<file path="src/rtl/mem_bus_pkg.sv">
// Shared CPU memory-bus definitions: command encoding, bus widths and the
// default I/O addresses. Used by the CPU and by the I/O controller.
package mem_bus_pkg;

  localparam int ADDR_W = 9;
  localparam int DATA_W = 16;
  localparam int LED_W  = 8;
  localparam int SW_W   = 8;

  // Bus commands; 2'b11 has no name and is decoded as "no command".
  typedef enum logic [1:0] {
    MNONE  = 2'b00,
    MREAD  = 2'b01,
    MWRITE = 2'b10
  } mem_cmd_e;

  localparam logic [ADDR_W-1:0] LED_ADDR_DEF = 9'h100;
  localparam logic [ADDR_W-1:0] SW_ADDR_DEF  = 9'h140;

endpackage

</file>
<file path="src/rtl/sw_debounce.sv">
// Switch input conditioning: 2-flop synchronizer, one delayed copy for
// bounce detection, and a shared counter that accepts a new switch value
// only after DEB_CYCLES consecutive stable samples that differ from the
// current debounced value.
module sw_debounce #(
  parameter int WIDTH      = 8,
  parameter int DEB_CYCLES = 4
) (
  input  logic             clk,
  input  logic             reset_n,
  input  logic [WIDTH-1:0] sw_in,
  output logic [WIDTH-1:0] sw_stable,
  output logic             sw_event
);

  localparam int CNT_W = $clog2(DEB_CYCLES + 1);
  localparam logic [CNT_W-1:0] CNT_LAST = CNT_W'(DEB_CYCLES - 1);

  logic [WIDTH-1:0] s1_q, s2_q, s2_dly_q;
  logic [WIDTH-1:0] stable_q;
  logic             event_q;
  logic [CNT_W-1:0] cnt_q;

  // Bring the asynchronous switches into the clock domain and keep one
  // extra sample so a changing input can be told apart from a held one.
  // NOTE: async active-low reset sits in the sensitivity list; state uses
  // non-blocking assignments so all flops update together at the edge.
  always_ff @(posedge clk or negedge reset_n) begin
    if (!reset_n) begin
      s1_q     <= '0;
      s2_q     <= '0;
      s2_dly_q <= '0;
    end else begin
      s1_q     <= sw_in;
      s2_q     <= s1_q;
      s2_dly_q <= s2_q;
    end
  end

  // Count consecutive held samples that differ from the accepted value;
  // any bounce, or a return to the accepted value, restarts the count.
  always_ff @(posedge clk or negedge reset_n) begin
    if (!reset_n) begin
      cnt_q    <= '0;
      stable_q <= '0;
      event_q  <= 1'b0;
    end else if ((s2_q != stable_q) && (s2_q == s2_dly_q)) begin
      event_q <= 1'b0;
      if (cnt_q == CNT_LAST) begin
        stable_q <= s2_q;
        cnt_q    <= '0;
        event_q  <= 1'b1;
      end else begin
        cnt_q <= cnt_q + 1'b1;
      end
    end else begin
      cnt_q   <= '0;
      event_q <= 1'b0;
    end
  end

  assign sw_stable = stable_q;
  assign sw_event  = event_q;

endmodule

</file>
<file path="src/rtl/mmio_io_ctrl.sv">
// Memory-mapped I/O controller sitting beside the RAM on the CPU bus.
// Decodes an LED register (read/write) and a debounced switch port
// (read-only). Read data is registered to match the RAM's one-cycle read
// latency; io_rd_drive tells the top-level mux to select this block.
module mmio_io_ctrl
  import mem_bus_pkg::*;
#(
  parameter logic [ADDR_W-1:0] LED_ADDR   = LED_ADDR_DEF,
  parameter logic [ADDR_W-1:0] SW_ADDR    = SW_ADDR_DEF,
  parameter int                DEB_CYCLES = 4
) (
  input  logic              clk,
  input  logic              reset_n,
  input  logic [1:0]        mem_cmd,
  input  logic [ADDR_W-1:0] mem_addr,
  input  logic [DATA_W-1:0] write_data,
  input  logic [SW_W-1:0]   sw_in,
  output logic [LED_W-1:0]  led_out,
  output logic [DATA_W-1:0] io_rd_data,
  output logic              io_rd_drive,
  output logic [SW_W-1:0]   sw_stable,
  output logic              sw_event
);

  logic [LED_W-1:0]  led_q, led_d;
  logic [DATA_W-1:0] rd_data_q, rd_data_d;
  logic              rd_drive_q, rd_drive_d;
  logic [SW_W-1:0]   sw_stable_w;

  // Only the low byte of a store reaches the LEDs.
  logic unused_wdata_hi;
  assign unused_wdata_hi = ^write_data[DATA_W-1:LED_W];

  sw_debounce #(
    .WIDTH      (SW_W),
    .DEB_CYCLES (DEB_CYCLES)
  ) u_sw_debounce (
    .clk       (clk),
    .reset_n   (reset_n),
    .sw_in     (sw_in),
    .sw_stable (sw_stable_w),
    .sw_event  (sw_event)
  );

  // Address decode: next LED value and next read response.
  // NOTE: every output gets a default first so no latch is inferred.
  always_comb begin
    led_d      = led_q;
    rd_data_d  = '0;
    rd_drive_d = 1'b0;
    if (mem_cmd == MWRITE && mem_addr == LED_ADDR) begin
      led_d = write_data[LED_W-1:0];
    end
    if (mem_cmd == MREAD) begin
      if (mem_addr == LED_ADDR) begin
        rd_data_d  = {{(DATA_W-LED_W){1'b0}}, led_q};
        rd_drive_d = 1'b1;
      end else if (mem_addr == SW_ADDR) begin
        rd_data_d  = {{(DATA_W-SW_W){1'b0}}, sw_stable_w};
        rd_drive_d = 1'b1;
      end
    end
  end

  // LED register and the one-cycle registered read response.
  always_ff @(posedge clk or negedge reset_n) begin
    if (!reset_n) begin
      led_q      <= '0;
      rd_data_q  <= '0;
      rd_drive_q <= 1'b0;
    end else begin
      led_q      <= led_d;
      rd_data_q  <= rd_data_d;
      rd_drive_q <= rd_drive_d;
    end
  end

  assign led_out     = led_q;
  assign io_rd_data  = rd_data_q;
  assign io_rd_drive = rd_drive_q;
  assign sw_stable   = sw_stable_w;

endmodule
</file>
<file path="config.mk">
export PLATFORM = sky130hd
export DESIGN_NAME = mmio_io_ctrl
export DESIGN_NICKNAME = d
export VERILOG_FILES = /design/src/rtl/mem_bus_pkg.sv /design/src/rtl/sw_debounce.sv /design/src/rtl/mmio_io_ctrl.sv
export SDC_FILE = /design/constraint.sdc
export NUM_CORES = 1
export LEC_CHECK = 0
export ABC_AREA = 1
export BUFFER_PORTS_ARGS = -buffer_cell sky130_fd_sc_hd__buf_2
export CAP_MARGIN = 10
export CORE_AREA = 2 2 74 76
export DETAILED_ROUTE_END_ITERATION = 8
export DIE_AREA = 0 0 76 78
export PLACE_DENSITY = 0.7
export SETUP_SLACK_MARGIN = 0.5
export SYNTH_ARGS = -nofsm -noshare
export SYNTH_HDL_FRONTEND = slang
export SYNTH_SLANG_ARGS = --single-unit
</file>
<file path="constraint.sdc">
create_clock -name clk -period 2.5 [get_ports clk]
set_input_delay 0.5 -clock clk [delete_from_list [all_inputs] [get_ports clk]]
set_output_delay 0.5 -clock clk [all_outputs]
set_load 0.01 [all_outputs]
</file>
==> flow_metrics.py, run 1 <==
metrics = {
    "timing": {
        "worstMarginPinSlew_ns": 0.632,
        "drv_slew": 0,
        "hold_viol": 0,
        "fmaxAchievable_mhz": 694,
        "clock-skew-final_ns": 0.00314,
        "worst_slack_ns": 1.06,
        "rsz0062_at_grt": "no",
        "relSlewSlack_pct": 57.9,
        "setup_viol_count_final": 0,
        "tns_ns": 0,
        "period_needed_ns": 1.44,
        "fin_crit_sh_pct": 57.6,
    },
    "pwr": {
        "power_density_nw_per_um2": 554,
        "max-vdd-ir-drop_mv": 0.423,
        "p_leak_nw": 1.43,
        "totalPowerFinal_mw": 1.45,
    },
    "routing": {
        "detail_route.iter0.violations": 71,
        "num_vias": 1580,
        "via_per_inst": 4.44,
        "wl_per_cell_um": 11.0,
        "drcViolationCount": 0,
        "ant_nets": 0,
        "drt-pass1-iter-count": 4,
        "wl_mm": 3.91,
    },
    "layout": {
        "multi_input_area_um2": 732,
        "antenna_cells": 0,
        "register_area_um2": 1330,
        "final_nets": 324,
        "layout_commonest_cell": "nand2_1",
        "final_cell_mix": "nand2_1 (58), buf_2 (54), dfrtp_1 (53), inv_1 (24), nand3_1 (18)",
        "fillCellCount": 466,
        "area_delta_synth_final_pct": 17.6,
        "drive_gt1_share_pct": 29.4,
    },
    "clock_tree": {
        "cts_buffer_depth": 2,
        "cts.sinks": 53,
        "htree_levels": 2,
        "post_cts_buffers": 0,
        "clk_pin_slew_worst_paths_ns": 0.08,
        "clkLatencyLatePin_ns": 0.29,
        "ctsHoldBuffers": 0,
        "cts_inserted_buffers": 5,
        "cts_tree": "yes",
        "cts_resized": 0,
        "cts_root_buf": "clkbuf_8",
    },
    "yosys": {
        "netlist_area_um2": 2230,
        "synth_seq_area_share_pct": 59.5,
        "avgSynthCellArea_um2": 9.78,
        "synth_flop_cell": "dfrtp_1",
        "synthAdderAreaFrac_pct": 0.561,
        "muxShareOfSynthArea_pct": 0,
        "synth-edff-count": 0,
        "ys_types": 24,
        "synth_top_area_cell": "dfrtp_1",
        "synth_xor_area_share_pct": 2.36,
        "syn_inst": 228,
        "synth-seq-cells": 53,
        "synth_compound_area_share_pct": 4.94,
        "synthSimpleGateAreaFrac_pct": 23.6,
        "synth_warnings": 0,
        "async_flop_share_pct": 100,
        "synth_top_family_by_area": "simple AND/OR/NAND/NOR gates",
        "synthDominantCellAreaShare_pct": 59.5,
        "synth_area_leaders": "dfrtp_1 (59%), nand2_1 (9.8%), nand3_1 (4.0%)",
    },
    "placement": {
        "dp_worst_setup_slack_ns": 0.768,
        "hpwl_mm": 2.93,
        "port_buffers": 54,
        "globalplace.congestion": 0.741,
    },
    "critical_path": {
        "worstPathArrival_ns": 1.65,
        "cp-end-kind": "register",
        "cp_max_fo": 16,
        "cp.required_ns": 2.71,
        "path_class": "input port to register",
        "r2r_slack_ns": 1.06,
        "cp-start-kind": "input port",
    },
    "floorplan": {
        "core-area_um2": 5040,
        "dieArea_um2": 5930,
        "start_util_pct": 44.2,
        "io_pins": 71,
        "die_w_um": 76,
        "num_rows": 26,
        "die_h_um": 78,
    },
    "flow_run": {
        "maxCapViolCount": 0,
    },
    "hold_path": {
        "hold_class": "input port to asynchronous set/reset pin",
    },
    "global_route": {
        "grt_start_max_net_pins": 54,
        "track_usage_pct": 14.8,
        "grt_pass1_vias": 1476,
        "grt_pass1_wl_mm": 6.91,
        "antenna_found_initial": 0,
        "grt.overflow.total": 0,
    },
    "status": {
        "outcome": "finished clean",
    },
}
==> stage by stage <==
stage / cell area [µm²] / cells / utilization (%) / hold WS [ns]
finish: 2620 / 356 / 52.0 / 0.296
global route: 2620 / 356 / 52.0 / 0.284
CTS: 2620 / 356 / 52.0 / 0.292
detailed placement: 2530 / 349 / 50.3 / 0.335
global placement: 2530 / 349 / 50.3 / 0.332
floorplan: 2260 / 235 / - / 0.204
==> final cells by class <==
cell class / count / area share [%]
well taps: 70 / 3.34
multi-input cells: 142 / 27.9
repair buffers: 55 / 10.6
inverters: 29 / 4.25
flip-flops and latches: 53 / 50.6
clock buffers: 7 / 3.29
==> synthesized netlist by cell type (2+ instances only) <==
library cell,count
dfrtp_1,53
nand2_2,4
nand4_1,8
xnor2_1,4
nand3_1,18
inv_2,2
buf_4,10
inv_1,24
nor3_2,2
clkinv_1,2
nand2_1,58
nor2_2,3
o21ai_2,8
xor2_1,2
nor2_1,14
a21oi_1,8
==> final timing paths <==
kind	endpoint	startpoint	depth (start not counted)
hold reg to reg	u_sw_debounce.s2_q[4]	u_sw_debounce.s1_q[4]	0
min in group clk	u_sw_debounce.s1_q[6]	sw_in[6]	1
max in group asynchronous	io_rd_data[1]	reset_n	2
setup / recovery	io_rd_data[5]	mem_addr[5]	6
hold / removal	u_sw_debounce.s1_q[7]	reset_n	2
setup reg to reg	u_sw_debounce.sw_stable[1]	u_sw_debounce.s2_q[2]	7
==> flip-flops by register name, summed over array words and instances (netlist names) <==
register	flops
u_sw_debounce.s1_q	8
u_sw_debounce.cnt_q	3
io_rd_drive	1
u_sw_debounce.s2_q	8
u_sw_debounce.s2_dly_q	8
u_sw_debounce.sw_stable	8
io_rd_data	8
led_out	8
u_sw_debounce.sw_event	1
==> cell families after synthesis <==
kind of cell | count (synthesis)
XOR/XNOR | 6
other | 1
flip-flops | 53
buffers and inverters | 40
AND/OR/NAND/NOR | 111
AO/OA/AOI/OAI | 16
adder cells (fa/ha/maj) | 1
==> where the power goes <==
part	switching (mW)	internal (mW)	total (mW)
Clock	0.246	0.220	0.466
Sequential	0.0155	0.878	0.893
Combinational	0.0586	0.0346	0.0932
Total	0.320	1.13	1.45
==> critical path, cell delays in order <==
cell and delay [ns]:
buf_2 0.09, nor2_1 0.12, nand3_1 0.13, nor2_2 0.45, nand3_1 0.13, a21oi_1 0.22
==> metal layers <==
metal  share of wire [%]  global-route usage, %
met1                  45                   19.7
met2                  50                   23.5
met3                 4.6                   4.30
met4                0.90                   4.91
met5                   0                      0
No activity file was read; power rests on OpenSTA's default activity.
==> run 2: changes to the inputs <==
- clock period: 2.5 -> 1.5 ns (I/O delays scaled with it)
==> flow_metrics.py, run 2 (synthesis gave the netlist of run 1 again) <==
metrics = {
    "critical_path": {
        "reg2regPathDepth": 7,
        "cp_slowest_cell": "dfrtp_2",
        "r2r_slack_ns": 0.08,
        "crit_start": "u_sw_debounce.s2_q[1]",
        "rr_endpoint": "u_sw_debounce.sw_stable[1]",
        "path_class": "register to register",
        "cp-end-kind": "register",
        "crit_path_max_incr_delay_ns": 0.46,
        "path_cells": "xor2_1 -> nor2_1 -> nand2_2 -> nor2_8 -> nand3_4 -> nand2_1 -> nand2_1",
        "cp_max_fo": 6,
        "r2r_start": "u_sw_debounce.s2_q[1]",
        "cp.required_ns": 1.69,
        "worstPathArrival_ns": 1.61,
        "cp-start-kind": "register",
        "worst_path_most_repeated_cell": "nand2_1",
    },
    "floorplan": {
        "io_pins": 71,
        "start_util_pct": 44.2,
        "num_rows": 26,
        "die_w_um": 76,
        "die_h_um": 78,
        "dieArea_um2": 5930,
        "core-area_um2": 5040,
    },
    "clock_tree": {
        "cts.sinks": 53,
        "cts_root_buf": "clkbuf_8",
        "clkLatencyLatePin_ns": 0.30,
        "clk_pin_slew_worst_paths_ns": 0.09,
        "htree_levels": 2,
        "cts_buffer_depth": 2,
        "cts_tree": "yes",
        "cts_inserted_buffers": 5,
    },
    "placement": {
        "placed_area_um2": 2640,
        "hpwl_mm": 3.11,
        "globalplace.congestion": 0.793,
        "port_buffers": 54,
    },
    "timing": {
        "fin_crit_sh_pct": 94.4,
        "drv_slew": 0,
        "period_needed_ns": 1.42,
        "fmaxAchievable_mhz": 706,
        "hold_viol": 0,
        "clock-skew-final_ns": 0.00387,
        "rsz0062_at_grt": "yes",
        "tns_ns": 0,
        "setup_viol_count_final": 0,
    },
    "routing": {
        "ant_nets": 0,
        "via_per_inst": 4.64,
        "drcViolationCount": 0,
        "detail_route.iter0.violations": 121,
        "wl_per_cell_um": 12.8,
        "drt-pass1-iter-count": 4,
        "num_vias": 1848,
        "wl_mm": 5.10,
    },
    "layout": {
        "final_nets": 365,
        "final_area_um2": 3240,
        "drive_gt1_share_pct": 48.8,
        "antenna_cells": 0,
        "final_cell_mix": "nand2_1 (54), dfrtp_1 (49), buf_2 (45), buf_4 (29), inv_1 (22)",
        "area_delta_synth_final_pct": 45.2,
        "layout_commonest_cell": "nand2_1",
    },
    "global_route": {
        "antenna_found_initial": 0,
        "grt.overflow.total": 0,
        "grt_pass1_vias": 1588,
        "grt_start_max_net_pins": 20,
        "grt_pass1_wl_mm": 7.35,
        "track_usage_pct": 15.8,
    },
    "status": {
        "outcome": "finished clean",
    },
    "hold_path": {
        "holdPathEnd": "u_sw_debounce.s1_q[2]",
        "min_from": "sw_in[2]",
        "min_path_cells": 1,
        "hold_class": "input port to register",
    },
    "pwr": {
        "p_leak_nw": 1.69,
        "power_density_nw_per_um2": 764,
        "max-vdd-ir-drop_mv": 0.688,
    },
    "flow_run": {
        "maxCapViolCount": 0,
    },
}
run 2: worst max path at each step:
| stage | endpoint | slack [ns] | depth (start not counted) |
|---|---|---|---|
| 5_1_grt | u_sw_debounce.sw_stable[7] | 0.01 | 9 |
| 3_5_place_dp | u_sw_debounce.sw_stable[6] | 0.07 | 7 |
| 6_report | u_sw_debounce.sw_stable[1] | 0.08 | 7 |
| 4_1_cts | u_sw_debounce.sw_stable[5] | 0.08 | 7 |
| 2_1_floorplan | u_sw_debounce.sw_stable[0] | 0.25 | 7 |
| 3_3_place_gp | u_sw_debounce.sw_stable[6] | 0.09 | 7 |
run 2: layout make-up:
type,count,area [µm²]
clock inverter,3,17.5
fill,385,1810
clock buffer,5,68.8
sequential,53,1330
multi-input combinational,144,907
inverter,29,118
timing repair buffer,94,707
tap,70,87.6
run 2: through the flow:
stage	hold slack, ns	cells	setup slack [ns]	utilization, %	total power [mW]
floorplan	0.00441	235	0.245	-	1.62
finish	0.0950	398	0.0841	64.2	2.47
detailed placement	0.262	355	0.0707	52.3	1.70
global placement	0.260	355	0.0895	52.3	1.69
CTS	0.0870	385	0.0801	58.9	2.47
global route	0.0754	398	0.0118	64.2	2.59
run 2: timing repair:
item | CTS | global route
buffers inserted | 20 | 11
gates resized for setup | 15 | 37
gates cloned | 1 | 2
hold buffers | 1 | 0
endpoints found under the hold margin | 15 | 0
setup endpoints to repair | 50 | 53
pin swaps | 2 | 15
run 2: worst max-delay path: cells and delay by family (launching register included):
| kind | cells | cell delay [ns] |
|---|---|---|
| xor+xnor | 1 | 0.18 |
| simple gates | 6 | 0.67 |
| flops | 1 | 0.46 |
run 2: routing by layer:
metal	vias up	wire length (µm)	track usage [%]
li1	905	-	-
met1	884	2120	20.5
met2	50	2600	24.2
met3	9	262	4.77
met4	0	112	7.64
met5	-	0	0
run 2: where the power goes:
part	internal (mW)	switching [mW]	total [mW]
logic	0.0899	0.127	0.217
clock network	0.322	0.443	0.765
registers	1.46	0.0254	1.49
